## src/rtl/sad_pixel_feeder.sv

```systemverilog
// Pixel-pair producer for the SAD engine: fetches a current block and one candidate region
// from their RAMs into a small pair FIFO and presents one pair per data_load pop.
`timescale 1ns/1ps
module sad_pixel_feeder #(
   parameter int unsigned BLK_W      = 16,
   parameter int unsigned WIN_W      = 48,
   parameter int unsigned FIFO_DEPTH = 4
) (
   input  logic        clk,
   input  logic        rst,
   input  logic        start,
   input  logic [5:0]  cand_x,
   input  logic [5:0]  cand_y,
   output logic [7:0]  cur_addr,
   output logic        cur_rd,
   input  logic [7:0]  cur_data,
   output logic [11:0] ref_addr,
   output logic        ref_rd,
   input  logic [7:0]  ref_data,
   input  logic        data_load,
   output logic [7:0]  A,
   output logic [7:0]  B,
   output logic        busy,
   output logic        done,
   output logic        underflow
);

   localparam int unsigned BW    = $clog2(BLK_W);
   localparam int unsigned NPIX  = BLK_W * BLK_W;
   localparam int unsigned CW    = 2 * BW + 1;
   localparam int unsigned PW    = $clog2(FIFO_DEPTH);
   localparam logic [5:0]  CLAMP = 6'(WIN_W - BLK_W);

   typedef enum logic [1:0] {StIdle, StFetch, StDrain, StDone} state_t;

   state_t          r_state, w_state_next;
   logic [5:0]      r_cx, r_cy;
   logic [CW-1:0]   r_issue_cnt, r_pop_cnt;
   logic            r_inflight;
   logic [PW-1:0]   r_wr_ptr, r_rd_ptr;
   logic [PW:0]     r_count;
   logic [7:0]      r_a, r_b;
   logic            r_underflow;
   logic [7:0]      r_fifo_a [FIFO_DEPTH];
   logic [7:0]      r_fifo_b [FIFO_DEPTH];

   logic            w_start, w_active, w_pops_left, w_empty;
   logic            w_issue, w_pop, w_uf;
   logic [PW+1:0]   w_occ;
   logic [11:0]     w_row, w_col;

   assign w_start     = start && (r_state == StIdle);
   assign w_active    = (r_state == StFetch) || (r_state == StDrain);
   assign w_pops_left = r_pop_cnt < CW'(NPIX);
   assign w_empty     = (r_count == '0);
   // Reserve a slot for the read still in flight so the FIFO can never overflow.
   assign w_occ       = (PW+2)'(r_count) + (PW+2)'(r_inflight);
   assign w_issue     = (r_state == StFetch) && (r_issue_cnt < CW'(NPIX))
                        && (w_occ < (PW+2)'(FIFO_DEPTH));
   assign w_pop       = data_load && w_active && w_pops_left && !w_empty;
   assign w_uf        = data_load && w_active && w_pops_left && w_empty;

   assign w_col = 12'(r_issue_cnt[BW-1:0]);
   assign w_row = 12'(r_issue_cnt[2*BW-1:BW]);

   always_ff @(posedge clk or negedge rst) begin
      if (!rst) r_state <= StIdle;
      else      r_state <= w_state_next;
   end

   always_comb begin
      w_state_next = r_state;
      unique case (r_state)
         StIdle:  if (start) w_state_next = StFetch;
         StFetch: if (r_issue_cnt == CW'(NPIX)) w_state_next = StDrain;
         StDrain: if (r_pop_cnt == CW'(NPIX)) w_state_next = StDone;
         StDone:  w_state_next = StIdle;
         default: w_state_next = StIdle;
      endcase
   end

   always_comb begin
      busy      = (r_state != StIdle);
      done      = (r_state == StDone);
      cur_rd    = w_issue;
      ref_rd    = w_issue;
      cur_addr  = 8'(r_issue_cnt[2*BW-1:0]);
      ref_addr  = (12'(r_cy) + w_row) * 12'(WIN_W) + 12'(r_cx) + w_col;
      A         = r_a;
      B         = r_b;
      underflow = r_underflow;
   end

   always_ff @(posedge clk or negedge rst) begin
      if (!rst) begin
         r_cx        <= '0;
         r_cy        <= '0;
         r_issue_cnt <= '0;
         r_pop_cnt   <= '0;
         r_inflight  <= 1'b0;
         r_wr_ptr    <= '0;
         r_rd_ptr    <= '0;
         r_count     <= '0;
         r_a         <= '0;
         r_b         <= '0;
         r_underflow <= 1'b0;
      end else begin
         r_inflight <= w_issue;
         if (w_start) begin
            r_cx        <= (cand_x > CLAMP) ? CLAMP : cand_x;
            r_cy        <= (cand_y > CLAMP) ? CLAMP : cand_y;
            r_issue_cnt <= '0;
            r_pop_cnt   <= '0;
            r_underflow <= 1'b0;
         end
         if (w_issue) r_issue_cnt <= r_issue_cnt + CW'(1);
         if (r_inflight) r_wr_ptr <= r_wr_ptr + PW'(1);
         if (w_pop) begin
            r_rd_ptr  <= r_rd_ptr + PW'(1);
            r_pop_cnt <= r_pop_cnt + CW'(1);
            r_a       <= r_fifo_a[r_rd_ptr];
            r_b       <= r_fifo_b[r_rd_ptr];
         end
         if (w_uf) r_underflow <= 1'b1;
         r_count <= r_count + (PW+1)'(r_inflight) - (PW+1)'(w_pop);
      end
   end

   // Read data lands one cycle after its strobe, tracked by r_inflight.
   always_ff @(posedge clk) begin
      if (r_inflight) begin
         r_fifo_a[r_wr_ptr] <= cur_data;
         r_fifo_b[r_wr_ptr] <= ref_data;
      end
   end

endmodule

```

## config.mk

```make
export PLATFORM = sky130hd
export DESIGN_NAME = sad_pixel_feeder
export DESIGN_NICKNAME = d
export VERILOG_FILES = /design/src/rtl/sad_pixel_feeder.sv
export SDC_FILE = /design/constraint.sdc
export NUM_CORES = 1
export LEC_CHECK = 0
export BUFFER_PORTS_ARGS = -buffer_cell sky130_fd_sc_hd__buf_2
export CAP_MARGIN = 20
export CORE_ASPECT_RATIO = 1.1
export CORE_UTILIZATION = 35
export CTS_CLUSTER_DIAMETER = 40
export DETAILED_ROUTE_END_ITERATION = 16
export GPL_TIMING_DRIVEN = 0
export PLACE_DENSITY = 0.54
export SLEW_MARGIN = 5
export SYNTH_ARGS = -nofsm -noshare
export SYNTH_HDL_FRONTEND = slang
export SYNTH_SLANG_ARGS = --single-unit
```

## constraint.sdc

```tcl
create_clock -name clk -period 3.61 [get_ports clk]
set_input_delay 0.5415 -clock clk [delete_from_list [all_inputs] [get_ports clk]]
set_output_delay 0.5415 -clock clk [all_outputs]
set_load 0.03 [all_outputs]
```

== Word level (Yosys, flattened, before mapping) ==
Memory sizes are Yosys's and may differ from the RTL's. A register that Yosys moved wholly into a read port is not among the register bits.
Cells that the tools add are included.
Operators by class
  add/sub/neg operators: 10
  mux-type cells: 13
  $mul: 1
  reduce and logical (&&, ||, !) cells: 18
  eq/ne operators: 8
  magnitude comparators: 5
Operators with widths (count)
  2-to-1 mux 9 bit: 3
  adder 9 x 1 -> 9 bit (second input constant): 2
  == test 9 bit (second input constant): 2
  less-than comparator 9 bit (second input constant): 2
  adder 12 x 4 -> 12 bit: 1
  adder 12 x 6 -> 12 bit: 1
  greater-than comparator 6 bit (second input constant): 2
  2-to-1 mux 6 bit: 2
  multiplier 7 x 2 -> 8 bit (second input constant): 1
  one-hot mux 2 bit (4 select lines): 1
  nonzero test 2 bit: 4
  adder 6 x 4 -> 7 bit: 1
  logical AND 1 bit: 7
  2-to-1 mux 2 bit: 3
  adder 2 x 1 -> 2 bit (second input constant): 2
  adder 3 x 1 -> 4 bit: 1
  == test 2 bit (second input constant): 2
  less-than comparator 4 x 3 -> 1 bit (second input constant): 1
  2-to-1 mux 1 bit: 4
  != test 2 x 1 -> 1 bit (second input constant): 2
  adder 3 x 1 -> 3 bit: 1
  zero test 1 bit: 3
  zero test 3 bit: 1
  AND reduction 3 bit: 1
  other kinds (5): 5
Word-level totals
  memories: 2
  memory bits (writable): 64
  register bits: 41
  output and inout port bits: 41
Memory list
  r_fifo_a: words 4, width 8, read ports 1, clocked after memory_dff 1, write ports 1, line 44  | logic [7:0] r_fifo_a [FIFO_DEPTH];
  r_fifo_b: words 4, width 8, read ports 1, clocked after memory_dff 1, write ports 1, line 45  | logic [7:0] r_fifo_b [FIFO_DEPTH];

== Logic depth before layout (Yosys ltp) ==
Gate-level depths: netlist of run 1.
  depth in word-level cells: 6
  gate-level depth with buffers: 13
  depth with buffers taken out: 13

== Worst setup path after synthesis of run 1 ==
No wires, ideal clock.
  path kind: flip-flop to output port
  start point: reg r_issue_cnt[4]
  end point: out ref_addr[10]
  cell stages (with the launch flop): 10
  required time: 3.069 ns
  arrival: 3.073 ns
  path slack: -0.004 ns
  cell sequence: dfrtp_1 > ha_1 > fa_1 > xor2_1 > ha_1 > and3_4 > o21ai_2 > or4b_1 > o311a_2 > xor2_1
On the way
  word-level cells in the longest chain between the ends: 4
Ends and longest elaborated chain
  from (decl): line 38  | logic [CW-1:0] r_issue_cnt, r_pop_cnt;
  from (signal assigned): line 116  | if (w_issue) r_issue_cnt <= r_issue_cnt + CW'(1);
  adder 6 x 4 -> 7 bit: line 88  | ref_addr = (12'(r_cy) + w_row) * 12'(WIN_W) + 12'(r_cx) + w_col;
  multiplier 7 x 2 -> 8 bit: line 88
  adder 12 x 6 -> 12 bit: line 88
  adder 12 x 4 -> 12 bit: line 88
  to (decl): line 17  | output logic [11:0] ref_addr,
Every way passes these cells.

== Final worst setup path of run 1 ==
  start point: reg r_issue_cnt[5]
  end point: out ref_addr[11]
Same word-level chain as after synthesis.

==> metrics.md, run 1 <==
| Metric | Value |
|---|---|
| Static leakage | `roughly 3.2 nW` |
| Via density | `a little under 5` |
| CTS Buf Count | `17` |
| Worst-margin pin slew | `roughly 0.92 ns` |
| Post-Syn Area | `roughly 5800 um2` |
| Most frequent cell after synthesis | `nand2_1` |
| CP Launch Type | `register` |
| I/O pin cnt | `73` |
| Tcrit/Tclk final | `1.07` |
| Top cells by count, synth | `77 x nand2_1, 64 x edfxtp_1, 57 x dfrtp_1` |
| Post-Route WL | `around 12000 um` |
| WHS | `roughly 0.18 ns` |
| Vias | `roughly 3800` |
| Ys flop type | `edfxtp_1` |
| Final setup viols | `3` |
| Hold buffers post-CTS | `0` |
| RSZ-0062 raised after global routing | `true` |
| Site Rows | `48` |
| Xor/xnor share of the synthesized area | `0.0350` |
| Max-cap violations | `0` |
| Power consumption | `0.00678 W` |
| Kind of critical path | `register to primary output` |
| Setup slack after layout | `-0.244 ns` |
| Vias in the first global route | `around 3800` |
| Largest family of logic cells by synthesized area | `simple AND/OR/NAND/NOR gates` |
| Fin. max-slew vios | `0` |
| Routed wire per std cell | `15.0 um` |
| R2R cell count | `13` |
| Mux cell area share after synthesis | `0.0703` |
| Dpl ws | `-0.183 ns` |
| Dominant cell type by area after synthesis | `edfxtp_1` |
| Maximum number of pins on one net before global-route repair | `58` |
| Nets@finish | `approximately 640` |
| Fmax | `around 260 MHz` |
| Syn Nets | `528` |
| Core area | `approximately 16000 um2` |
| Antenna violations before repair | `0` |
| Yosys warns | `0` |
| Hold Path Class | `input pin to asynchronous set/reset pin` |
| Post-synthesis cell type count | `51` |
| Clock Latency Late Sink | `between 0.4 and 0.5 ns` |
| Adder-Cell Fraction of Synth Area | `0.0836` |
| RR Endpoint | `r_count[2]` |
| DRC | `0` |
| Synth-to-layout area growth | `27.5%` |
| Horiz. Die Dim | `roughly 120 um` |
| # H-tree levels | `4` |
| Slew HR | `0.384` |
| Die span in y | `136 um` |
| Worst Path Arrival | `around 3.3 ns` |
| Clock skew | `roughly 0.011 ns` |
| Clock buffer depth | `2` |
| Die area | `between 15000 and 20000 um2` |
| CP endpoint kind | `primary output` |
| Pre-Repair DR Iteration Count | `4` |
| Ant diodes | `0` |
| Async set-reset flop share out of synthesis | `0.471` |
| CTS Root Cell | `clkbuf_16` |
| Final Hold Fails | `0` |
| Status | `complete, but fails checks` |
| Worst R2R Start | `r_state[0]` |
| Starting Density | `0.363` |
| Syn Area/Cell | `12.5 um2` |
| Gpl congestion | `between 0.7 and 0.8` |
| Share of the synthesized area in the top cell type | `0.334` |
| Initial DRC count | `roughly 160` |
| Global route overflow | `0` |
| Post-DP HPWL | `7830 um` |
| First-pass GRT wire length | `slightly below 20000 um` |
| Clock Pin Slew Worst Setup and Hold Paths | `around 0.060 ns` |
| EDFF count, synth | `64` |
| Flops & latches, synth | `121` |
| Layout cells sized above 1 | `0.322` |
| P per Cell Area | `approximately 930 nW/um2` |
| Crit-path max FO | `3` |
| TritonCTS clock tree | `built` |
| Failing checks | `negative setup slack` |
| Largest cells by area after synthesis | `edfxtp_1 33%, dfrtp_1 25%, ha_1 7.0%, mux4_2 6.3%, nand2_1 5.0%` |
| Min cycle time layout | `between 3 and 4 ns` |
| Setup crit end | `ref_addr[11]` |
| Gr usage total | `0.149` |
| FF-to-FF setup slack | `0.44 ns` |
| Worst VDD drop | `approximately 450 uV` |
| Cells after Synth | `460` |
| Part of the Yosys area used for sequential elements | `0.582` |
| Crit path required time | `between 3 and 4 ns` |
| # port buffers | `between 70 and 80` |
| Post-synthesis compound-gate area fraction | `0.0759` |
| Clk sink count | `~120` |
| Post-DRT Antenna Nets | `0` |
| Beginning of the critical path | `r_issue_cnt[5]` |
| Synth Area in Simple Gates | `0.117` |
-- cells in the final DEF (no fill, tap or decap), types with 4 or more instances in the layout --
cell type,n
nand2_1,76
buf_2,72
edfxtp_1,64
dfrtp_1,55
o21ai_0,37
ha_1,28
buf_4,28
inv_1,19
clkbuf_16,17
nor2_1,16
mux4_2,16
nand2b_1,11
clkbuf_1,10
xnor2_1,10
nand3_1,8
xnor2_2,5
xor2_1,5
and2_1,5
and3_1,5
a21o_1,4
nor2b_1,4
bufinv_16,4
-- where the power goes --
group	leakage, nW	internal, W	switching [W]	total [W]
Clock	0.304	0.00119	0.000592	0.00178
Sequential	1.31	0.00178	0.000205	0.00199
Combinational	1.60	0.00122	0.00179	0.00301
-- routing by layer --
metal  up-vias  track usage  routed length [um]
met3        12       0.0441                 447
met5         -            0                   0
met1      1875        0.177                5110
met4         0       0.0515                 133
met2        98        0.257                6020
li1       1847            -                   -
-- final cells by class --
class / count / area [um2]
Buffer: 23 / 126
Clock buffer: 21 / 460
Clock inverter: 11 / 168
Fill cell: 1459 / 8530
Inverter: 22 / 82.6
Multi-Input combinational cell: 294 / 2380
Sequential cell: 121 / 3350
Tap cell: 200 / 250
Timing Repair Buffer: 89 / 512
-- kinds of logic (layout without fill, tap and decap cells) --
family / Yosys count / after routing
compound gates: 72 / 72
xor+xnor: 23 / 23
buf+inv: 45 / 166
simple gates: 143 / 143
flops: 121 / 121
fa+ha+maj: 36 / 36
mux: 20 / 20
-- worst max-delay path, cell delays in order (launching register included) --
cell and delay, ns:
dfrtp_2 0.43, buf_6 0.13, fa_2 0.43, a21o_1 0.21
a21oi_4 0.18, nor2_2 0.06, ha_1 0.31, inv_2 0.06
or4b_4 0.53, o311a_4 0.14, nor3_2 0.12, xnor2_1 0.13
buf_4 0.18
-- per-stage QoR --
stage               setup TNS, ns   util  cell area [um2]  std cells
detailed placement         -0.244  0.402             6370        732
CTS                        -0.724  0.459             7270        780
global placement           -0.143  0.402             6370        732
finish                     -0.562  0.462             7330        781
floorplan                       0      -             5760        460
global route                -1.11  0.462             7330        781
-- state kept, by name, summed over array words and instances, names as in the netlist --
signal       count
A                8
r_inflight       1
r_fifo_a        32
r_rd_ptr         2
r_pop_cnt        9
r_cy             6
B                8
r_state          2
r_cx             6
r_issue_cnt      9
r_count          3
r_wr_ptr         2
underflow        1
r_fifo_b        32
-- what timing repair did --
item | CTS | global route
setup endpoints to repair | 5 | 5
pin swaps | 16 | 8
gates resized for setup | 33 | 10
buffers inserted | 16 | 1
-- worst min path at each step --
| stage | cells after the start | to | from |
|---|---|---|---|
| after global routing | 1 | r_issue_cnt[0] | rst |
| final | 1 | r_issue_cnt[1] | rst |
| after floorplan | 0 | A[0] | rst |
| after global placement | 2 | B[4] | B[4] |
| after detailed placement | 2 | B[6] | B[6] |
| after CTS | 1 | r_issue_cnt[0] | rst |
Note: power is estimated with default switching activity, not from simulation.
==> run 2, diff against run 1 <==
--- a/config.mk
+++ b/config.mk
@@ -8,11 +8,11 @@
 export BUFFER_PORTS_ARGS = -buffer_cell sky130_fd_sc_hd__buf_2
 export CAP_MARGIN = 20
 export CORE_ASPECT_RATIO = 1.1
-export CORE_UTILIZATION = 35
+export CORE_UTILIZATION = 40
 export CTS_CLUSTER_DIAMETER = 40
 export DETAILED_ROUTE_END_ITERATION = 16
 export GPL_TIMING_DRIVEN = 0
-export PLACE_DENSITY = 0.54
+export PLACE_DENSITY = 0.6
 export SLEW_MARGIN = 5
 export SYNTH_ARGS = -nofsm -noshare
 export SYNTH_HDL_FRONTEND = slang
==> metrics.md, run 2 (synthesis results as in run 1) <==
| Metric | Value |
|---|---|
| Tcrit/Tclk final | `1.08` |
| Most common cell after layout, fill and taps aside | `nand2_1` |
| Failing checks | `negative setup slack` |
| Site Rows | `45` |
| Synth-to-layout area growth | `27.4%` |
| Worst Path Arrival | `about 3.4 ns` |
| Crit path required time | `between 3 and 4 ns` |
| Maximum number of pins on one net before global-route repair | `58` |
| Worst R2R Start | `r_state[0]` |
| Die span in y | `about 130 um` |
| Min cycle time layout | `between 3 and 4 ns` |
| Layout cells sized above 1 | `0.326` |
| First-pass GRT wire length | `19200 um` |
| # H-tree levels | `4` |
| FF-to-FF setup slack | `about 0.42 ns` |
| Slowest CP cell | `dfrtp_2` |
| Most frequent cells in the layout | `76 x nand2_1, 72 x buf_2, 64 x edfxtp_1, 54 x dfrtp_1, 37 x o21ai_0` |
| Fin. max-slew vios | `0` |
| Final Hold Fails | `0` |
| CP Launch Type | `register` |
| Post-layout util | `0.527` |
| TritonCTS clock tree | `built` |
| Post-Route WL | `between 10000 and 15000 um` |
| Nets@finish | `~630` |
| Max-cap violations | `0` |
| Clock Pin Slew Worst Setup and Hold Paths | `0.06 ns` |
| Initial DRC count | `around 130` |
| Global route overflow | `0` |
| Horiz. Die Dim | `116 um` |
| Antenna violations before repair | `0` |
| Post-DP HPWL | `around 8000 um` |
| # port buffers | `72` |
| Clock Latency Late Sink | `0.41 ns` |
| DRC | `0` |
| Gr usage total | `0.172` |
| Kind of critical path | `register to primary output` |
| Starting Density | `0.413` |
| RR Endpoint | `r_count[2]` |
| Slew HR | `0.398` |
| Die area | `between 10000 and 15000 um2` |
| Worst-margin pin slew | `roughly 0.90 ns` |
| Clock skew | `0.0174 ns` |
| Crit-path max FO | `3` |
| Core area | `between 10000 and 15000 um2` |
| P per Cell Area | `slightly above 900 nW/um2` |
| Setup crit end | `ref_addr[10]` |
| Ant diodes | `0` |
| I/O pin cnt | `73` |
| Slowest stage delay, CP | `0.44 ns` |
| Post-Layout Inst Area | `about 7300 um2` |
| Setup slack after layout | `-0.305 ns` |
| Status | `complete, but fails checks` |
| Routed wire per std cell | `15.6 um` |
| CP endpoint kind | `primary output` |
| RSZ-0062 raised after global routing | `true` |
| Clock buffer depth | `2` |
| Gpl congestion | `around 0.75` |
| Vias | `between 3000 and 4000` |
| R2R cell count | `13` |
| Worst VDD drop | `451 uV` |
| Beginning of the critical path | `r_issue_cnt[5]` |
| Pre-Repair DR Iteration Count | `4` |
| Cells along the critical path | `buf_6 > fa_2 > a21o_1 > a21oi_4 > nor2_2 > ha_1 > buf_4 > buf_4 > nor2_1 > a221oi_2 > o311a_4 > buf_4 > xor2_2 > buf_6` |
| Vias in the first global route | `~4000` |
| Top flop regs | `r_fifo_a x32, r_fifo_b x32` |
| CTS Buf Count | `17` |
| Post-placement cell area | `6360 um2` |
| Final setup viols | `3` |
| Fmax | `255 MHz` |
| Most frequent CP cell | `buf_4` |
| Clk sink count | `around 120` |
| Via density | `roughly 5.0` |
| Post-DRT Antenna Nets | `0` |
| CTS Root Cell | `clkbuf_16` |
| Hold Path Class | `input pin to asynchronous set/reset pin` |
| Static leakage | `~3.2 nW` |
[run 2: changes by cell type in the layout (fill, tap and decap cells not counted), sizes merged]
cell      previous run  this run
bufinv               4         3
clkinv               3         2
inv                 24        28
buf                104       102
clkbuf              29        25
clkinvlp             2         4
[run 2: power by group]
part	internal [W]	switching (W)	total (W)
clock	0.00110	0.000655	0.00175
sequential	0.00178	0.000203	0.00198
combinational	0.00126	0.00185	0.00311
[run 2: per-stage QoR]
stage | std cells | setup WS (ns) | hold slack [ns] | power (W) | setup TNS [ns]
5_1_grt | 767 | -0.429 | 0.276 | 0.00729 | -1.20
6_report | 767 | -0.305 | 0.214 | 0.00684 | -0.721
2_1_floorplan | 460 | 0.0352 | 0.246 | 0.00399 | 0
3_3_place_gp | 720 | -0.148 | 0.457 | 0.00463 | -0.170
4_1_cts | 763 | -0.346 | 0.238 | 0.00680 | -0.777
3_5_place_dp | 720 | -0.199 | 0.457 | 0.00469 | -0.278
[run 2: area by class of cell]
class	count	area, um2
inverter	22	82.6
tap	188	235
sequential	121	3350
fill	1193	6580
multi-input combinational	294	2420
timing repair buffer	87	497
clock inverter	15	186
clock buffer	17	425
buffer	23	126
[run 2: how the worst min path moves through the flow]
stage,slack [ns],to,cells past startpoint,startpoint
after global placement,0.46,A[0],2,A[0]
final,0.21,r_state[0],1,rst
after floorplan,0.25,A[0],0,rst
after CTS,0.24,r_pop_cnt[8],1,rst
after detailed placement,0.46,A[0],2,A[0]
after global routing,0.28,r_state[1],1,rst
[run 2: worst max-delay path, delay by kind of cell, from the launching register on]
kind / cells / cell delay [ns]
AOI/OAI and AO/OA: 4 / 0.88
xor gates and xnor gates: 1 / 0.15
adders and majority gates: 2 / 0.75
buffers and inverters: 5 / 0.63
DFF: 1 / 0.44
and+or+nand+nor: 2 / 0.13
[run 2: layer usage]
layer  track usage  part of all wire
met3        0.0345             0.034
met2         0.301              0.52
met4        0.0656             0.012
met5             0                 0
met1         0.208              0.44
[run 2: timing repair]
item                       4_1_cts  5_1_grt
hold buffers                     0        0
setup buffers                   11        4
setup endpoints to repair        5        4
gates resized for setup         35       13
pin swaps                        8       15
